### src/rtl/compute_t.sv
// Row IDCT stage: T = S' x C over one 8x8 block, two MAC lanes.
// Reads S' from DPRAM0 and writes the 64 T values into DPRAM1.
module compute_t (
    input  logic        CLOCK_50_I,
    input  logic        Resetn,
    input  logic        CT_start,
    output logic        CT_done,
    output logic [6:0]  CT_read_address_a,
    output logic [6:0]  CT_read_address_b,
    input  logic [31:0] CT_read_data_a,
    input  logic [31:0] CT_read_data_b,
    output logic [6:0]  CT_write_address,
    output logic [31:0] CT_write_data,
    output logic        CT_write_enable
);

    typedef enum logic [1:0] {
        IDLE,
        RUN,
        DRAIN,
        DONE
    } state_t;

    // Indexed by {f, n}: frequency row f, sample column n.
    localparam logic signed [11:0] W [64] = '{
        12'sd1448,  12'sd1448,  12'sd1448,  12'sd1448,
        12'sd1448,  12'sd1448,  12'sd1448,  12'sd1448,
        12'sd2008,  12'sd1702,  12'sd1137,  12'sd399,
        -12'sd399,  -12'sd1137, -12'sd1702, -12'sd2008,
        12'sd1892,  12'sd783,   -12'sd783,  -12'sd1892,
        -12'sd1892, -12'sd783,  12'sd783,   12'sd1892,
        12'sd1702,  -12'sd399,  -12'sd2008, -12'sd1137,
        12'sd1137,  12'sd2008,  12'sd399,   -12'sd1702,
        12'sd1448,  -12'sd1448, -12'sd1448, 12'sd1448,
        12'sd1448,  -12'sd1448, -12'sd1448, 12'sd1448,
        12'sd1137,  -12'sd2008, 12'sd399,   12'sd1702,
        -12'sd1702, -12'sd399,  12'sd2008,  -12'sd1137,
        12'sd783,   -12'sd1892, 12'sd1892,  -12'sd783,
        -12'sd783,  12'sd1892,  -12'sd1892, 12'sd783,
        12'sd399,   -12'sd1137, 12'sd1702,  -12'sd2008,
        12'sd2008,  -12'sd1702, 12'sd1137,  -12'sd399
    };

    state_t state;
    state_t state_nxt;

    logic [7:0] cnt;

    logic       p1_valid;
    logic [1:0] p1_step;
    logic [5:0] p1_elem;
    logic       p2_valid;
    logic [1:0] p2_step;
    logic [5:0] p2_elem;

    logic               m_last;
    logic [5:0]         m_elem;
    logic signed [31:0] acc;

    logic signed [15:0] sa;
    logic signed [15:0] sb;
    logic signed [11:0] wa;
    logic signed [11:0] wb;
    logic signed [27:0] sa_x;
    logic signed [27:0] sb_x;
    logic signed [27:0] wa_x;
    logic signed [27:0] wb_x;
    logic signed [27:0] pa;
    logic signed [27:0] pb;
    logic signed [31:0] sum;

    logic unused;
    assign unused = ^{CT_read_data_a[31:16],
                      CT_read_data_b[31:16]};

    always_ff @(posedge CLOCK_50_I or negedge Resetn) begin
        if (!Resetn) begin
            state <= IDLE;
        end else begin
            state <= state_nxt;
        end
    end

    always_comb begin
        state_nxt = state;
        CT_done   = 1'b0;
        unique case (state)
            IDLE: begin
                if (CT_start) begin
                    state_nxt = RUN;
                end
            end
            RUN: begin
                if (cnt == 8'd255) begin
                    state_nxt = DRAIN;
                end
            end
            DRAIN: begin
                if (CT_write_enable &&
                    CT_write_address == 7'd63) begin
                    state_nxt = DONE;
                end
            end
            DONE: begin
                CT_done   = 1'b1;
                state_nxt = IDLE;
            end
            default: state_nxt = IDLE;
        endcase
    end

    // Issue: cnt = {element j, step s}; j = {row r, column n}.
    always_ff @(posedge CLOCK_50_I or negedge Resetn) begin
        if (!Resetn) begin
            cnt               <= 8'd0;
            CT_read_address_a <= 7'd0;
            CT_read_address_b <= 7'd0;
            p1_valid          <= 1'b0;
            p1_step           <= 2'd0;
            p1_elem           <= 6'd0;
            p2_valid          <= 1'b0;
            p2_step           <= 2'd0;
            p2_elem           <= 6'd0;
        end else begin
            p1_valid <= (state == RUN);
            if (state == IDLE && CT_start) begin
                cnt <= 8'd0;
            end else if (state == RUN) begin
                cnt <= cnt + 8'd1;
            end
            if (state == RUN) begin
                CT_read_address_a <= {1'b1, cnt[7:5], cnt[1:0], 1'b0};
                CT_read_address_b <= {1'b1, cnt[7:5], cnt[1:0], 1'b1};
                p1_step           <= cnt[1:0];
                p1_elem           <= cnt[7:2];
            end
            p2_valid <= p1_valid;
            p2_step  <= p1_step;
            p2_elem  <= p1_elem;
        end
    end

    always_comb begin
        sa   = CT_read_data_a[15:0];
        sb   = CT_read_data_b[15:0];
        wa   = W[{p2_step, 1'b0, p2_elem[2:0]}];
        wb   = W[{p2_step, 1'b1, p2_elem[2:0]}];
        sa_x = {{12{sa[15]}}, sa};
        sb_x = {{12{sb[15]}}, sb};
        wa_x = {{16{wa[11]}}, wa};
        wb_x = {{16{wb[11]}}, wb};
        pa   = sa_x * wa_x;
        pb   = sb_x * wb_x;
        sum  = {{4{pa[27]}}, pa} + {{4{pb[27]}}, pb};
    end

    // Step 0 loads the lane sum so no separate clear cycle is needed.
    always_ff @(posedge CLOCK_50_I or negedge Resetn) begin
        if (!Resetn) begin
            acc              <= 32'sd0;
            m_last           <= 1'b0;
            m_elem           <= 6'd0;
            CT_write_enable  <= 1'b0;
            CT_write_data    <= 32'd0;
            CT_write_address <= 7'd0;
        end else begin
            m_last <= p2_valid && (p2_step == 2'd3);
            if (p2_valid) begin
                acc    <= (p2_step == 2'd0) ? sum : acc + sum;
                m_elem <= p2_elem;
            end
            CT_write_enable <= m_last;
            if (m_last) begin
                CT_write_data    <= acc >>> 8;
                CT_write_address <= {1'b0, m_elem};
            end
        end
    end

endmodule
### config.mk
export PLATFORM = sky130hd
export DESIGN_NAME = compute_t
export DESIGN_NICKNAME = d
export VERILOG_FILES = /design/src/rtl/compute_t.sv
export SDC_FILE = /design/constraint.sdc
export NUM_CORES = 1
export LEC_CHECK = 0
export BUFFER_PORTS_ARGS = -buffer_cell sky130_fd_sc_hd__buf_2
export CAP_MARGIN = 25
export CORE_MARGIN = 4
export CORE_UTILIZATION = 60
export DETAILED_ROUTE_END_ITERATION = 7
export GPL_TIMING_DRIVEN = 0
export PLACE_DENSITY = 0.76
export SLEW_MARGIN = 20
export SYNTH_ARGS = -nofsm -noshare
export SYNTH_HDL_FRONTEND = slang
export SYNTH_SLANG_ARGS = --single-unit
### constraint.sdc
create_clock -name CLOCK_50_I -period 11.4 [get_ports CLOCK_50_I]
set_input_delay 1.71 -clock CLOCK_50_I [delete_from_list [all_inputs] [get_ports CLOCK_50_I]]
set_output_delay 1.71 -clock CLOCK_50_I [all_outputs]
set_load 0.005 [all_outputs]
Word level (Yosys, flattened, before mapping)
Memories as Yosys holds them, arrays and structs flattened.
Index checks and enable logic that the tools add are counted.
{"block": "word_totals", "ff_bits": 111, "latch_bits": 0, "mem_bits_rw": 0, "rom_bits": 1536, "output_inout_bits": 55, "elab_cells": 55, "mem_count": 2}
{"name": "(no name shown)", "depth": 64, "width": 12, "read_ports": 1, "rd_ports_with_merged_regs": 0, "wr": 0, "line_no": "147", "rtl": "wb = W[{p2_step, 1'b1, p2_elem[2:0]}];"}
{"name": "(no name shown)", "depth": 64, "width": 12, "read_ports": 1, "rd_ports_with_merged_regs": 0, "wr": 0, "line_no": "146", "rtl": "wa = W[{p2_step, 1'b0, p2_elem[2:0]}];"}
{"block": "op_classes", "n_addsub": 3, "multipliers": 2, "div": 0, "magnitude_cmp": 2, "eq_ne": 9, "shift": 0, "n_mux": 12, "n_bitwise": 2, "reduce_logical": 7}
{"cell": "$mul A16 B12 Y28", "count": 2}
{"cell": "$mux W12", "count": 4}
{"cell": "$add A32 B29 Y32", "count": 1}
{"cell": "$mux W32", "count": 1}
{"cell": "$add A28 B28 Y29", "count": 1}
{"cell": "$mux W8", "count": 2}
{"cell": "$ge A7 B7 Y1 const B", "count": 2}
{"cell": "$not A6 Y7", "count": 2}
{"cell": "$add A8 B1 Y8 const B", "count": 1}
{"cell": "$eq A8 B8 Y1 const B", "count": 1}
{"cell": "$pmux W2 S4", "count": 1}
{"cell": "$eq A2 B2 Y1 const B", "count": 3}
{"cell": "$eq A6 B6 Y1 const B", "count": 1}
{"cell": "$mux W2", "count": 3}
{"cell": "$ne A2 B2 Y1 const B", "count": 3}
{"cell": "$logic_not A2 Y1", "count": 2}
{"cell": "$logic_and A1 B1 Y1", "count": 3}
{"cell": "$reduce_and A3 Y1", "count": 1}
{"cell": "$eq A2 B1 Y1 const B", "count": 1}
{"cell": "$reduce_bool A2 Y1", "count": 1}
{"cell": "$mux W1", "count": 1}

Longest topological paths before layout
Gate-level depths: netlist of run 1.
{"block": "depth", "word_depth": 8, "ltp_mapped": 42}

Least setup slack after synthesis of run 1
No wires, ideal clock.
{"block": "synth_timing", "kind": "flip-flop to flip-flop", "start": "register p2_elem[0]", "end": "register acc[31]", "setup_ps": 133, "arrival_time_ps": 9398, "t_required_ps": 11267, "path_slack_ps": 1869, "path_stages_with_launch": 39, "n_path_buf": 2, "period_less_slack_ps": 9531, "path_cell_list": "dfrtp_1 inv_1 ha_1 inv_1 nor3_1 a21o_1 clkbuf_1 clkbuf_1 nand2_1 fa_1 inv_1 fa_1 inv_1 fa_1 fa_1 inv_1 fa_1 fa_1 [3 not listed] ha_1 a21oi_2 inv_1 a21oi_1 o21ai_1 o41ai_4 nand2_2 a21oi_1 xnor2_1 ha_1 nand2_2 or4_4 o21ai_2 a21oi_2 o31ai_2 a31o_1 a21oi_1 nand4b_1"}
{"block": "synth_between", "elab_chain_len": 8, "elab_cells_between_ends": 13, "classes_between": "2 x add/sub; 2 x mul; 5 x mux; 2 x bitwise; 2 x memory"}
{"item": "from (decl)", "line_no": "54", "rtl": "logic [5:0] p2_elem;"}
{"item": "from (signal assigned)", "line_no": "139", "rtl": "p2_elem <= p1_elem;"}
{"item": "$not A6 Y7, on equally long branches", "line_no": "146, 147"}
{"item": "$mem_v2 Z64 W12, on equally long branches"}
{"item": "$mux W12, on equally long branches (2 in a row)", "line_no": "146, 147"}
{"item": "$mul A16 B12 Y28, on equally long branches", "line_no": "152, 153"}
{"item": "$add A28 B28 Y29 (*)", "line_no": "154", "rtl": "sum = {{4{pa[27]}}, pa} + {{4{pb[27]}}, pb};"}
{"item": "$add A32 B29 Y32", "line_no": "169", "rtl": "acc <= (p2_step == 2'd0) ? sum : acc + sum;"}
{"item": "$mux W32 (*)", "line_no": "169"}
{"item": "to (signal assigned)", "line_no": "169"}
{"item": "to (decl)", "line_no": "58", "rtl": "logic signed [31:0] acc;"}
Mark *: on every way between the ends. The rest lies on a longest branch, timed or not. The select of a mux whose other input is x is not followed.
A chain may end at the register's enable or synchronous reset.

Worst setup path in the final report of run 1
{"block": "layout_timing", "start": "register p2_elem[1]", "end": "register acc[31]"}
The elaborated chain is that of the path after synthesis.

==> results.cfg, run 1 <==
[outcome]
status = finished clean

[synthesis]
async_reset_ff_share_pct = 100.0
synthCells = 2198
ys_ff_latch = 99
ys_top_cells_by_area = fa_1, dfrtp_1, ha_1
yosysWarningCount = 0
synthFlopType = dfrtp_1
synth_edf_count = 0
yosysSeqAreaShare_pct = 11.95
synth_area_per_cell_sq_um = 9.434
ys_types = 83
synth_top_area_share_pct = 39.78
yosysTopAreaCell = fa_1
syn_area_sq_um = 20730

[finish]
drive_above_1_share_pct = 10.31
multi_input_area_sq_um = 16060
fin_nets = 2930
mostFrequentLayoutCells = inv_1, fa_1, nand2_1
fin_cells = 2759
ff_latch_area_sq_um = 2479
fill_cells = 2699
syn2layout_area_growth_pct = 7.120
final_common_cell = inv_1

[routing]
firstDrtPassIters = 5
drcViolationCount = 0
antenna_left = 0
totalWireLength_um = 51510
num_vias = 15440
wl_per_cell_um = 18.67
routed_via_density = 5.595
drt-initial-drc-count = 1024

[sta]
worst_slack_ps = 337.0
drv_slew = 0
max_freq_mhz = 90.39
slew_headroom_pct = 39.60
min_period_ps = 11060
worstMarginPinSlew_ps = 899.9
final-setup-viol-count = 0
skew_ps = 12.16
min_period_over_period_pct = 97.04
hold_violations = 0

[grt]
grt_busiest_layer = met2
grt_use_met1_pct = 38.48
grt_max_degree = 65
antenna_found_initial = 0
grtUsageTotal_pct = 28.31
grt_pass1_wl_um = 86300
grt.met2_usage_pct = 47.50
grt_pass1_vias = 16670
overflow = 0
use_met3_pct = 4.014

[floorplan]
die_y_um = 193.9
dieWidth_um = 193.9
core_sq_um = 33780
io_pins = 122
start_util_pct = 61.38
dieArea_sq_um = 37600
std_cell_rows = 67

[min_path]
hold_path.class = reg2reg

[clock_network]
cts_root_buf = clkbuf_16
numCtsBuffers = 9
clock_latency_ps = 350
cts-htree-levels = 3
cts.sinks = 99
cts-root-to-sink-buffers = 2
clk_pin_slew_ps = 70
cts_tree = done

[setup_path]
critPathRequiredTime_ps = 11620
arrival_ps = 11280
critPathLaunchType = flip-flop
crit_slowest_cell = nor2_1
cp-end-kind = flip-flop
slowest_delay_ps = 580
crit_top_cell = fa_1
cp_max_fo = 10
crit_type = reg2reg

[placed_design]
dpl_worst_slack_ps = -194.8
placed_cells = 2738
dp_hpwl_um = 45080
gp_congestion = 0.9614
numPortBuffers = 87

[job]
max_cap_violations = 0
==> through the flow <==
stage	setup TNS, ps	hold slack (ps)	utilization [%]	instance area (sq um)
after global placement	-7694	358.9	64.33	21730
after detailed placement	-318.3	361.1	64.55	21810
after global routing	-4.429	381.2	65.72	22200
after floorplan	0	331.2	-	20740
after CTS	0	381.3	65.48	22120
final	0	378.5	65.75	22210
==> cells in the mapped netlist (9+ instances only) <==
cell and number:
nor2_1 102, inv_1 477, o21ai_0 38, and3_1 29, nand2_1 205, a31oi_1 14, a21o_1 25, nand4_1 12
nor3_1 14, o21a_1 10, mux2i_1 9, xor2_1 23, buf_4 21, xnor2_1 43, a21oi_1 77, dfrtp_1 99
nand3_1 9, and2_1 129, mux2_2 47, nor2b_1 32, fa_1 412, clkbuf_1 78, ha_1 148, a211oi_1 10
nand2b_1 17
==> layer usage <==
layer / share of wire (%) / up-vias
li1: - / 6924
met3: 7.0 / 132
met1: 40 / 7773
met4: 3.7 / 0
met5: 0 / -
met2: 49 / 607
==> cell type report <==
| cell class | count | area share (%) |
|---|---|---|
| Clock inverter | 4 | 0.2479 |
| Clock buffer | 12 | 1.155 |
| Inverter | 479 | 8.095 |
| Tap cell | 448 | 2.524 |
| Timing Repair Buffer | 94 | 2.304 |
| Antenna cell | 3 | 0.03380 |
| Sequential cell | 99 | 11.16 |
| Multi-Input combinational cell | 1514 | 72.29 |
| Buffer | 106 | 2.191 |
==> kinds of logic after synthesis <==
group	after synthesis	synth area share [%]
AOI/OAI and AO/OA	248	8.225
other	1	0.01809
xor gates and xnor gates	67	2.866
DFF	99	11.95
and+or+nand+nor	577	13.80
buffers and inverters	586	11.01
muxes	60	3.421
adders and majority gates	560	48.71
==> critical path: cells and delay by family (launching register included) <==
kind / cells / cell delay (ps)
buf+inv: 6 / 980
xor+xnor: 1 / 180
simple gates: 8 / 1820
fa+ha+maj: 10 / 4630
compound gates: 11 / 2520
flops: 1 / 500
mux: 1 / 290
==> what timing repair did <==
| action | 4_1_cts | 5_1_grt |
|---|---|---|
| pin swaps | 0 | 1 |
| cloned | 0 | 0 |
| resized for setup | 3 | 20 |
| hold buffers | 0 | 0 |
| buffers inserted | 0 | 2 |
| endpoints found under the hold margin | 0 | 0 |
| endpoints found under the setup margin | 4 | 12 |
==> flip-flops by register name, indices dropped and copies added, names as in the netlist <==
signal             count
CT_write_address       6
acc                   32
p1_valid               1
CT_read_address_b      6
p2_step                2
cnt                    8
m_last                 1
CT_write_enable        1
state                  2
p1_elem                3
p2_elem                6
p2_valid               1
m_elem                 6
CT_write_data         24
==> final timing paths <==
path / start / end / slack (ps) / depth (start not counted)
min reg2reg: p1_elem[1] / p2_elem[1] / 380 / 0
max in group asynchronous: Resetn / p2_elem[0] / 9500 / 2
max reg2reg: p2_elem[1] / acc[31] / 340 / 37
min: p1_elem[1] / p2_elem[1] / 380 / 0
max: p2_elem[1] / acc[31] / 340 / 37
min in group asynchronous: Resetn / acc[10] / 1260 / 1
Power of run 1 is not shown: default switching activity piles up to over one toggle a cycle in this logic, so the estimate is an artifact.
==> run 2: changes to the inputs <==
Settings changed: ABC_AREA set to 1, PLACE_DENSITY 0.76 to 0.89.
==> run 2 against run 1 <==
Effect of this change:
- cell area increased by 3.4%
- synthesized area increased by 4.4%
- global-route usage increased by 3.4 points
- register-to-register slack improved by 1100 ps
- non-clock buffer count decreased by 47
- critical path depth increased by 4
- hold slack got worse by 28 ps
- die area increased by 4.2%
- count of clock-buffer cells in the layout decreased by 3
==> results.cfg, run 2 <==
[synthesis]
syn_area_sq_um = 21650
ys_types = 55
post-synth-top-count-cell = inv_1
yosysWarningCount = 0
synth_edf_count = 0
async_reset_ff_share_pct = 100.0
ys_top_cells_by_area = fa_1, dfrtp_1, inv_1
synthCells = 2725
synth_top_area_share_pct = 38.09
synth_area_per_cell_sq_um = 7.946
yosysSeqAreaShare_pct = 11.44
synthTopCellsByCount = inv_1, nand2_1, fa_1, nor2_1, ha_1
ys_ff_latch = 99
yosysTopAreaCell = fa_1
synthFlopType = dfrtp_1

[routing]
met2_length_um = 29490
antenna_left = 0
num_vias = 18170
firstDrtPassIters = 8
met3_wirelength_um = 4939
totalWireLength_um = 60220
wl_per_cell_um = 18.35
drt-initial-drc-count = 1355
drcViolationCount = 0
routed_via_density = 5.537
top_layer_used = met5
met1Wirelength_um = 22640

[finish]
largest_register_ffs = 32
syn2layout_area_growth_pct = 6.114
drive_above_1_share_pct = 8.437
final_common_cell = inv_1
fin_nets = 3443
fill_cells = 2941
n_antenna_cell = 0
mostFrequentLayoutCells = inv_1, nand2_1, fa_1
biggestRegsByFlops = acc (32), CT_write_data (24), cnt (8)
largest_register = acc

[sta]
skew_ps = 12.61
min_period_over_period_pct = 87.16
drv_slew = 0
hold_violations = 0
rsz0062_at_grt = false
final-setup-viol-count = 0
slew_headroom_pct = 38.34
min_period_ps = 9937
worstMarginPinSlew_ps = 918.8
max_freq_mhz = 100.6
fin_setup_tns_ps = 0

[floorplan]
std_cell_rows = 69
dieWidth_um = 198.0
die_y_um = 198.0
dieArea_sq_um = 39190
core_sq_um = 35570
start_util_pct = 60.87
io_pins = 122

[clock_network]
post-cts-setup-buffers = 0
cts-root-to-sink-buffers = 2
cts_resized = 0
numCtsBuffers = 9
clk_pin_slew_ps = 80
cts-htree-levels = 3
clock_latency_ps = 360
cts_tree = done
cts_root_buf = clkbuf_16
cts.sinks = 99
hold_buffers = 0

[grt]
grtUsageTotal_pct = 31.73
overflow = 0
grt_pass1_wl_um = 98080
grt_max_degree = 83
antenna_found_initial = 2
grt_pass1_vias = 19130

[setup_path]
reg2reg_slack_ps = 1460
reg2regPathDepth = 41
cp_max_fo = 10
path_buf_inv = 8
slowest_delay_ps = 710
critPathRequiredTime_ps = 11640
crit_type = reg2reg
critPathLaunchType = flip-flop
cp-end-kind = flip-flop
cp_top_family = adder cells
arrival_ps = 10170
crit_top_cell = nand2_1
cp_num_cells = 41
reg2reg_to = acc[31]
r2r_start = p2_elem[1]
crit_slowest_cell = fa_1

[min_path]
worstHoldEndpoint = p2_valid
min_delay_path_depth = 0
hold_path.class = reg2reg
min-delay-start = p1_valid

[outcome]
status = finished clean

[placed_design]
numPortBuffers = 78
dp_hpwl_um = 52620
gp_congestion = 1.050

[job]
max_cap_violations = 0
## run 2: changes by cell type after synthesis, sizes merged, moves of 17 or more
cell	previous run	this run
a21o	25	8
and2	129	9
and3	30	2
buf	29	56
clkbuf	78	18
inv	477	655
mux2	47	26
nand2	209	556
nand3	9	86
nor2	102	357
nor2b	32	0
o21ai	47	73
xnor2	44	8
## run 2: how the worst max path moves through the flow
stage | end | startpoint
final | acc[31] | p2_elem[1]
after global routing | acc[31] | p2_elem[1]
after CTS | acc[31] | p2_elem[1]
after detailed placement | acc[31] | p2_elem[1]
after global placement | acc[31] | p2_elem[1]
after floorplan | acc[31] | CT_read_data_a[15]
## run 2: per-stage QoR
step                      utilization (%)  instances  setup slack [ps]  hold slack (ps)  area [sq um]
after floorplan                         -       2726              2872            331.2         21660
after global placement              63.60       3265              1851            334.3         22620
after detailed placement            63.70       3266              1637            336.3         22660
after CTS                           64.59       3282              1592            353.0         22980
after global routing                64.59       3282             846.7            384.9         22980
final                               64.59       3282              1463            350.7         22980
## run 2: logic make-up after synthesis
logic type	after synthesis	synth area share, %
adders and majority gates	560	46.65
other	1	0.01732
buffers and inverters	734	13.40
DFF	99	11.44
AOI/OAI and AO/OA	220	5.825
xor gates and xnor gates	19	0.8379
and+or+nand+nor	1066	20.48
muxes	26	1.352
## run 2: worst register-to-register path, delay by kind of cell (launching register included)
| kind | cells | cell delay [ps] |
|---|---|---|
| buffers and inverters | 8 | 840 |
| and+or+nand+nor | 18 | 2140 |
| AOI/OAI and AO/OA | 5 | 1390 |
| adders and majority gates | 10 | 4890 |
| DFF | 1 | 580 |
## run 2: area by class of cell
cell class | count | area [sq um] | share of cell area [%]
Buffer | 74 | 424.2 | 1.846
Sequential cell | 99 | 2477 | 10.78
Multi-Input combinational cell | 1893 | 16280 | 70.84
Clock inverter | 7 | 93.84 | 0.4084
Clock buffer | 9 | 225.2 | 0.9802
Tap cell | 461 | 576.8 | 2.510
Timing Repair Buffer | 79 | 424.2 | 1.846
Inverter | 660 | 2477 | 10.78
## run 2: layer usage
layer / up-vias / global-route usage, %
met5: - / 0
met3: 191 / 4.969
li1: 8261 / -
met2: 855 / 54.07
met4: 4 / 14.15
met1: 8862 / 40.28
Power of run 2 is left out for the same reason.
